[config.mk]
export PLATFORM = sky130hd
export DESIGN_NAME = pacman_game_ctrl
export DESIGN_NICKNAME = d
export VERILOG_FILES = /design/src/rtl/pacman_game_ctrl.sv
export SDC_FILE = /design/constraint.sdc
export NUM_CORES = 1
export LEC_CHECK = 0
export BUFFER_PORTS_ARGS = -buffer_cell sky130_fd_sc_hd__clkbuf_2
export CORE_MARGIN = 4
export CORE_UTILIZATION = 57
export CTS_CLUSTER_DIAMETER = 30
export DETAILED_ROUTE_END_ITERATION = 12
export MAX_ROUTING_LAYER = met4
export PLACE_DENSITY = 0.88
export REMOVE_ABC_BUFFERS = 1
export SLEW_MARGIN = 10
export SYNTH_ARGS = -nofsm -noshare
export SYNTH_HDL_FRONTEND = slang
export SYNTH_SLANG_ARGS = --single-unit
[constraint.sdc]
create_clock -name Clk -period 7.9 [get_ports Clk]
set_input_delay 1.185 -clock Clk [delete_from_list [all_inputs] [get_ports Clk]]
set_output_delay 1.185 -clock Clk [all_outputs]
set_load 0.1 [all_outputs]
[src/rtl/pacman_game_ctrl.sv]
// pacman_game_ctrl: per-frame PacMan collision checks, score/lives registers and pause/run/death/win/lose flow.
// Optional POWER_FRUIT_EN: eating a fruit frightens ghosts so overlapping ghosts are eaten for points instead of killing.
module pacman_game_ctrl #(
  parameter int NUM_GHOSTS   = 3,
  parameter int NUM_FRUITS   = 4,
  parameter int COORD_W      = 10,
  parameter int SCORE_W      = 12,
  parameter int FRUIT_PTS    = 50,
  parameter int START_LIVES  = 3,
  parameter int DEATH_FRAMES = 60
`ifdef POWER_FRUIT_EN
  ,
  parameter int FRIGHT_FRAMES = 300,
  parameter int GHOST_PTS     = 200
`endif
) (
  input  logic                           Clk,
  input  logic                           Reset,
  input  logic                           frame_tick,
  input  logic [7:0]                     keycode,
  input  logic [COORD_W-1:0]             pX,
  input  logic [COORD_W-1:0]             pY,
  input  logic [COORD_W-1:0]             pSize,
  input  logic [NUM_GHOSTS*COORD_W-1:0]  gX,
  input  logic [NUM_GHOSTS*COORD_W-1:0]  gY,
  input  logic [COORD_W-1:0]             gSize,
  input  logic [NUM_FRUITS*COORD_W-1:0]  fX,
  input  logic [NUM_FRUITS*COORD_W-1:0]  fY,
  input  logic [COORD_W-1:0]             fSize,
  output logic                           win,
  output logic                           lose,
  output logic                           running,
  output logic [NUM_FRUITS-1:0]          fruits,
  output logic [SCORE_W-1:0]             score,
  output logic [2:0]                     lives,
  output logic                           respawn
`ifdef POWER_FRUIT_EN
  ,
  output logic [NUM_GHOSTS-1:0]          ghost_eaten
`endif
);

  typedef enum logic [2:0] {
    PAUSE     = 3'd0,
    RUN       = 3'd1,
    DEATH     = 3'd2,
    GAME_OVER = 3'd3,
    GAME_WON  = 3'd4
  } state_t;

  localparam int CNT_W = (DEATH_FRAMES < 2) ? 1 : $clog2(DEATH_FRAMES + 1);
  localparam int SUM_W = SCORE_W + 16;
  localparam logic [SUM_W-1:0] SCORE_MAX = {{(SUM_W-SCORE_W){1'b0}}, {SCORE_W{1'b1}}};

  state_t             state;
  logic [CNT_W-1:0]   death_cnt;
  logic [NUM_GHOSTS-1:0] ghost_hit;
  logic [NUM_FRUITS-1:0] fruit_new;
  logic               fruit_any;
  logic               frightened;
  logic               kill;
  logic               fruit_take;
  logic [SUM_W-1:0]   add_pts;
  logic [SUM_W-1:0]   score_sum;
  logic [SCORE_W-1:0] score_next;
  logic               move_key;
  logic               restart_key;

  // Sums carry one extra bit so boxes near the coordinate limit never wrap.
  function automatic logic overlap(input logic [COORD_W-1:0] ax, ay, as_, bx, by, bs);
    return ({1'b0, ax} < ({1'b0, bx} + {1'b0, bs})) &&
           ({1'b0, bx} < ({1'b0, ax} + {1'b0, as_})) &&
           ({1'b0, ay} < ({1'b0, by} + {1'b0, bs})) &&
           ({1'b0, by} < ({1'b0, ay} + {1'b0, as_}));
  endfunction

  assign move_key    = (keycode == 8'h04) || (keycode == 8'h07) ||
                       (keycode == 8'h16) || (keycode == 8'h1A);
  assign restart_key = (keycode == 8'h2C);

  always_comb begin
    ghost_hit = '0;
    fruit_new = '0;
    fruit_any = 1'b0;
    for (int i = 0; i < NUM_GHOSTS; i++)
      ghost_hit[i] = overlap(pX, pY, pSize, gX[i*COORD_W +: COORD_W], gY[i*COORD_W +: COORD_W], gSize);
    // Scan high to low so the lowest-index candidate is the one left selected.
    for (int i = NUM_FRUITS - 1; i >= 0; i--) begin
      if (!fruits[i] && overlap(pX, pY, pSize, fX[i*COORD_W +: COORD_W], fY[i*COORD_W +: COORD_W], fSize)) begin
        fruit_new    = '0;
        fruit_new[i] = 1'b1;
        fruit_any    = 1'b1;
      end
    end
  end

  assign kill       = (|ghost_hit) && !frightened;
  assign fruit_take = fruit_any && !kill;

  always_comb begin
    add_pts = fruit_take ? SUM_W'(FRUIT_PTS) : '0;
`ifdef POWER_FRUIT_EN
    for (int i = 0; i < NUM_GHOSTS; i++)
      if (frightened && ghost_hit[i]) add_pts = add_pts + SUM_W'(GHOST_PTS);
`endif
    score_sum  = SUM_W'(score) + add_pts;
    score_next = (score_sum > SCORE_MAX) ? {SCORE_W{1'b1}} : score_sum[SCORE_W-1:0];
  end

  always_ff @(posedge Clk) begin
    if (Reset) begin
      state     <= PAUSE;
      score     <= '0;
      fruits    <= '0;
      lives     <= 3'(START_LIVES);
      respawn   <= 1'b0;
      death_cnt <= '0;
    end else begin
      respawn <= 1'b0;
      case (state)
        PAUSE: if (move_key) state <= RUN;
        RUN: if (frame_tick) begin
          if (kill) begin
            state     <= DEATH;
            lives     <= lives - 3'd1;
            death_cnt <= CNT_W'(DEATH_FRAMES);
          end else begin
            score <= score_next;
            if (fruit_take) begin
              fruits <= fruits | fruit_new;
              if (&(fruits | fruit_new)) state <= GAME_WON;
            end
          end
        end
        DEATH: if (frame_tick) begin
          if (death_cnt <= CNT_W'(1)) begin
            death_cnt <= '0;
            if (lives != 3'd0) begin
              state   <= PAUSE;
              respawn <= 1'b1;
            end else begin
              state <= GAME_OVER;
            end
          end else begin
            death_cnt <= death_cnt - CNT_W'(1);
          end
        end
        GAME_OVER, GAME_WON: if (restart_key) begin
          state   <= PAUSE;
          score   <= '0;
          fruits  <= '0;
          lives   <= 3'(START_LIVES);
          respawn <= 1'b1;
        end
        default: state <= PAUSE;
      endcase
    end
  end

`ifdef POWER_FRUIT_EN
  localparam int FR_W = (FRIGHT_FRAMES < 2) ? 1 : $clog2(FRIGHT_FRAMES + 1);
  logic [FR_W-1:0] fright_cnt;
  assign frightened = (fright_cnt != '0);

  always_ff @(posedge Clk) begin
    if (Reset) begin
      fright_cnt  <= '0;
      ghost_eaten <= '0;
    end else begin
      ghost_eaten <= '0;
      if (state == RUN && frame_tick) begin
        if (frightened) ghost_eaten <= ghost_hit;
        if (fruit_take) fright_cnt <= FR_W'(FRIGHT_FRAMES);
        else if (frightened) fright_cnt <= fright_cnt - FR_W'(1);
      end else if (restart_key && (state == GAME_OVER || state == GAME_WON)) begin
        fright_cnt <= '0;
      end
    end
  end
`else
  assign frightened = 1'b0;
`endif

  assign win     = (state == GAME_WON);
  assign lose    = (state == GAME_OVER);
  assign running = (state == RUN);

endmodule

## Word level (Yosys, flattened, before mapping)

Cells that the tools add are included.

| storage, ports and cells | value |
|---|---|
| logic and storage cells | 164 |
| bits in registers | 29 |
| input bits | 201 |

| operators by class | value |
|---|---|
| bitwise operators | 1 |
| reduce and logical (&&, ||, !) cells | 46 |
| $add $sub $neg | 19 |
| magnitude comparators | 30 |
| muxes and demuxes | 43 |
| equal/unequal tests | 19 |

Operators with widths:

| operator | number |
|---|---|
| $lt 10x11->1 | 28 |
| $add 10x10->11 | 16 |
| $mux 12 | 4 |
| $mux 3 | 11 |
| $mux 4 | 8 |
| $mux 6 | 5 |
| $logic_and 1x1->1 | 26 |
| $pmux 12 s2 | 1 |
| $eq 8x3->1 const B | 2 |
| $eq 8x5->1 const B | 2 |
| $reduce_and 4->1 | 4 |
| $add 12x6->13 | 1 |
| $gt 13x12->1 const B | 1 |
| $ne 2x2->1 const B | 6 |
| $pmux 3 s4 | 1 |
| $pmux 6 s2 | 1 |
| $eq 8x6->1 const B | 1 |
| $mux 1 | 8 |
| $pmux 4 s2 | 1 |
| $reduce_and 7->1 | 1 |
| $eq 3x2->1 const B | 2 |
| $le 6x1->1 const B | 1 |
| $ne 3x1->1 const B | 2 |
| $pmux 3 s2 | 1 |
| other kinds (16) | 24 |

## Depth between registers and ports, before layout

| logic depth | value |
|---|---|
| depth after elaboration | 18 |
| mapped depth | 29 |
| depth with buffers taken out | 29 |

## Worst setup path after synthesis

Ideal clock, no wire load.

| timing | value |
|---|---|
| path kind | input to register |
| start point | input pY[1] |
| end point | register score[6] |
| setup slack | 1526 ps |
| required time | 7814 ps |
| arrival | 6288 ps |
| path buffers | 0 |
| stages on the path | 26 |
| cell sequence | ha_1 > a21o_1 > a21oi_1 > o21bai_1 > a21oi_1 > o21bai_1 > a21oi_1 > o21bai_1 > a21oi_1 > xor2_1 > ha_1 > and3_1 > a221o_1 > a221o_1 > a31o_1 > a211o_1 > nand3b_1 > o21bai_1 > inv_1 > ha_1 > a41oi_1 > o21bai_1 > nand2_1 > or2_2 > and3_1 > a211oi_1 |

| between the ends | value |
|---|---|
| word-level cells in the longest chain between the ends | 16 |

Ends and longest elaborated chain:

| what | RTL line | source |
|---|---|---|
| start: declaration | 22 | `input logic [COORD_W-1:0] pY,` |
| $add 10x10->11 / $lt 10x11->1 (equally long branches) | 74, 73 |  |
| $lt 10x11->1 / $logic_and 1x1->1 (equally long branches) | 74, 72 |  |
| $logic_and 1x1->1 | 73 | `({1'b0, ay} < ({1'b0, by} + {1'b0, bs})) &&` |
| $logic_and 1x1->1 | 89 | `if (!fruits[i] && overlap(pX, pY, pSize, fX[i*COORD_W +: COORD_W], fY[i*COORD_W +: COORD_W], fSize)) begin` |
| $mux 1 (4 in series) | 89 |  |
| $logic_and 1x1->1 | 98 | `assign fruit_take = fruit_any && !kill;` |
| $mux 6 | 101 | `add_pts = fruit_take ? SUM_W'(FRUIT_PTS) : '0;` |
| $add 12x6->13 | 106 | `score_sum = SUM_W'(score) + add_pts;` |
| $gt 13x12->1 | 107 | `score_next = (score_sum > SCORE_MAX) ? {SCORE_W{1'b1}} : score_sum[SCORE_W-1:0];` |
| $mux 12 | 107 |  |
| $mux 12 | 123 | `if (kill) begin` |
| $mux 12 | 122 | `RUN: if (frame_tick) begin` |
| $pmux 12 s2 | 120 | `case (state)` |
| end signal: assignment | 128 | `score <= score_next;` |
| end: declaration | 34 | `output logic [SCORE_W-1:0] score,` |

Several ways; a longest one is shown, not always the timed one. The select of a mux whose other input is x is not followed.
A chain may end at the register's enable or synchronous reset.

## Final worst setup path

| timing | value |
|---|---|
| start point | input fSize[1] |
| end point | register score[6] |

| between the ends | value |
|---|---|
| word-level cells in the longest chain between the ends | 18 |

Ends and longest elaborated chain:

| what | RTL line | source |
|---|---|---|
| start: declaration | 29 | `input logic [COORD_W-1:0] fSize,` |
| $add 10x10->11 | 71 | `return ({1'b0, ax} < ({1'b0, bx} + {1'b0, bs})) &&` |
| $lt 10x11->1 | 71 |  |
| $logic_and 1x1->1 | 71 |  |
| $logic_and 1x1->1 | 72 | `({1'b0, bx} < ({1'b0, ax} + {1'b0, as_})) &&` |
| $logic_and 1x1->1 | 73 |  |
| $logic_and 1x1->1 | 89 |  |
| $mux 1 (3 in series) | 89 |  |
| $mux 1 (*) | 89 |  |
| $logic_and 1x1->1 (*) | 98 |  |
| $mux 6 (*) | 101 |  |
| $add 12x6->13 (*) | 106 |  |
| $gt 13x12->1 | 107 |  |
| $mux 12 (*) | 107 |  |
| $mux 12 (*) | 123 |  |
| $mux 12 (*) | 122 |  |
| $pmux 12 s2 (*) | 120 |  |

Every way passes the cells marked *; elsewhere a longest branch is shown, timed or not. The select of a mux whose other input is x is not followed.

==> results.md <==
- Hold buffer count at cts: 0
- Number of I/O pins: 224
- Gr ovfl total: 0
- Layout Nets: 2416
- Startpoint types: input port
- Clock sink total: 29
- Area occupied by multi-input gates: 12000 sq um
- CTS root buf: clkbuf_16
- Total track usage: 33.0%
- RSZ-0062 raised after global routing: false
- Reg clk slew, reported paths: 0.05 ns
- H-tree Lvls: 2
- Post-Syn Area: 13000 sq um
- # resized after CTS: 0
- Maximum VDD drop: 0.0859 mV
- Pwr/cell area: 139 nW/um^2
- Critical Path AT: 7.39 ns
- Std cell rows: 54
- RD Place Congestion: 1.07
- Slew headroom: 36.6%
- WL/cell: 20.4 um
- Register area: 581 sq um
- Top achievable clock speed: 0.139 GHz
- Final hold viol count: 0
- Setup crit end kind: register
- Dpl hpwl: 36200 um
- DP Area: 14500 sq um
- Fillcell total: 1829
- Vias: 13600
- Core area: 22100 sq um
- Initial antenna violation count: 1
- First-pass GRT wire length: 67100 um
- Synth unique cells: 86
- Ratio of cells with drive above 1 in the final layout: 15.8%
- R2R depth: 13
- Crit path max fanout: 12
- Drt first pass iters: 6
- Placed Cells incl. Taps: 2073
- Drt drc: 0
- Worst path required time: 8.09 ns
- Hold Crit Class: reg2reg
- Most common library cell in the layout ignoring fill and taps: ha_1
- Sequential element share of the synthesized area: 4.47%
- Status: finished clean
- Synth Register Bits: 29
- Non-filler instance count after layout: 2082
- Inserted Clock Buffers: 5
- Fraction of registers with async set/reset: 0%
- Die width: 159 um
- Period utilization: 91.2%
- Final setup vio count: 0
- Syn-to-layout area delta: 12.8%
- Die Footprint: 25300 sq um
- Setup TNS Final: 0 ns
- Synth warnings: 0
- Post-Layout Inst Area: 14600 sq um
- Type of the worst setup path: in2reg
- CP max stage cell: a211oi_1
- Ys flop type: dfxtp_1
- Worst-Margin Slew: 0.945 ns
- Largest net degree at the start of global routing: 22
- Starting Density: 58.8%
- Crit path depth: 26
- Most used cells in the layout excluding fill and tap cells: ha_1, clkbuf_2, a21oi_1
- Leak Pwr: 7.48 nW
- Syn Area/Cell: 8.27 sq um
- Peak per-stage delay on the critical path: 0.64 ns
- Top cell by count, worst path: o21bai_1
- Final min period: 7.20 ns
- Vias in the first global route: 13800
- DIE HEIGHT: 159 um
- CP bufs+invs: 2
- Clock Latency Late Sink: 0.28 ns
- Max-cap viol count: 0
- Yosys top cell by area: ha_1
- EDFF count, synth: 0
- CTS tree: built
- Mapped Cells: 1570
- Clk buf depth: 2
- Final Max Tran Viols: 0
- Total length of routed wires: 42400 um
- CP delay by family, top: compound AO/OA/AOI/OAI gates
- I/O Buffers: 223
- 1st-iter DRT viols: 1026
- Top cells by area, synth: ha_1, a21oi_1, xnor2_1
- Vias per cell: 6.55
- Hold path depth: 2
- Top cell type's share of synthesized area: 38.4%
- Setup Buffers After CTS: 0
- Routed Antenna Nets: 0
- Worst Skew: 0.00442 ns
## path summary, 6_finish.rpt
path | startpoint | to | slack [ns]
worst min-delay path | score[0] | score[0] | 0.46
worst min register to register | score[0] | score[0] | 0.46
worst max-delay path | fSize[1] | score[6] | 0.70
worst max register to register | fruits[2] | score[6] | 4.36
## worst register-to-register path, cell delays in order, from the launching register on
cell	delay [ns]
dfxtp_1	0.36
a21o_1	0.17
a211o_1	0.25
a311oi_1	0.37
nand3b_1	0.23
o21bai_1	0.11
inv_1	0.13
ha_1	0.22
a41oi_1	0.16
o21bai_1	0.42
nand2_1	0.19
or2_2	0.38
and3_1	0.20
a211oi_1	0.24
## sequential cells by signal, summed over array words and instances (netlist names)
register   count
fruits         4
respawn        1
death_cnt      6
state          3
score         12
lives          3
## report_power, final
group / total [mW] / internal (mW) / switching [mW]
Clock: 0.201 / 0.133 / 0.0683
Sequential: 0.185 / 0.163 / 0.0217
Combinational: 1.65 / 0.671 / 0.978
Total: 2.04 / 0.968 / 1.07
## cell families (layout without fill, tap and decap cells)
| kind of cell | count (synthesis) | in the layout | share of synthesized area (%) |
|---|---|---|---|
| adder cells (fa/ha/maj) | 421 | 421 | 41.4 |
| XOR/XNOR | 123 | 123 | 8.29 |
| AO/OA/AOI/OAI | 583 | 583 | 30.1 |
| buffers and inverters | 100 | 331 | 2.98 |
| other | 0 | 1 | 0 |
| flip-flops | 29 | 29 | 4.47 |
| AND/OR/NAND/NOR | 310 | 310 | 12.4 |
| multiplexers | 4 | 4 | 0.385 |
## cell type report
| type | count | area share, % |
|---|---|---|
| clock buffers | 7 | 1.04 |
| well taps | 280 | 2.39 |
| inverters | 89 | 2.28 |
| diodes | 1 | 0.0171 |
| clock inverters | 1 | 0.0342 |
| multi-input cells | 1441 | 82.1 |
| flip-flops and latches | 29 | 3.96 |
| repair buffers | 234 | 8.18 |
## per-layer routing
| layer | global-route usage, % | wire [um] |
|---|---|---|
| met1 | 38.7 | 17100 |
| met2 | 54.9 | 19300 |
| met3 | 4.14 | 3350 |
| met4 | 18.2 | 2730 |
| met5 | - | 0 |
## cell usage after synthesis (8+ instances only)
cell and instances:
or3_1 10, xnor2_1 72, nand2_1 57, nand2b_1 52, dfxtp_1 29, nor4_1 9
or2_2 8, and3_1 10, a211o_1 11, nor2b_1 17, ha_1 399, a211oi_1 23
inv_1 89, nor3_1 22, a21oi_1 184, o21a_1 18, nor2_1 72, o2111ai_1 10
xor2_1 51, o211ai_1 13, a21o_1 73, a31oi_1 15, o21ai_0 84, fa_1 16
o21bai_1 53, nand3_1 22, a2111oi_0 11
## per-stage QoR
step	utilization [%]	power, mW	worst slack (ns)	hold WS, ns
after global routing	66.3	2.23	0.207	0.524
after global placement	65.6	1.73	0.906	0.456
after CTS	66.3	2.01	0.841	0.471
after floorplan	-	1.33	1.52	0.456
after detailed placement	65.6	1.80	0.632	0.459
final	66.3	2.04	0.699	0.462
Power figures use the tool's default switching activity.
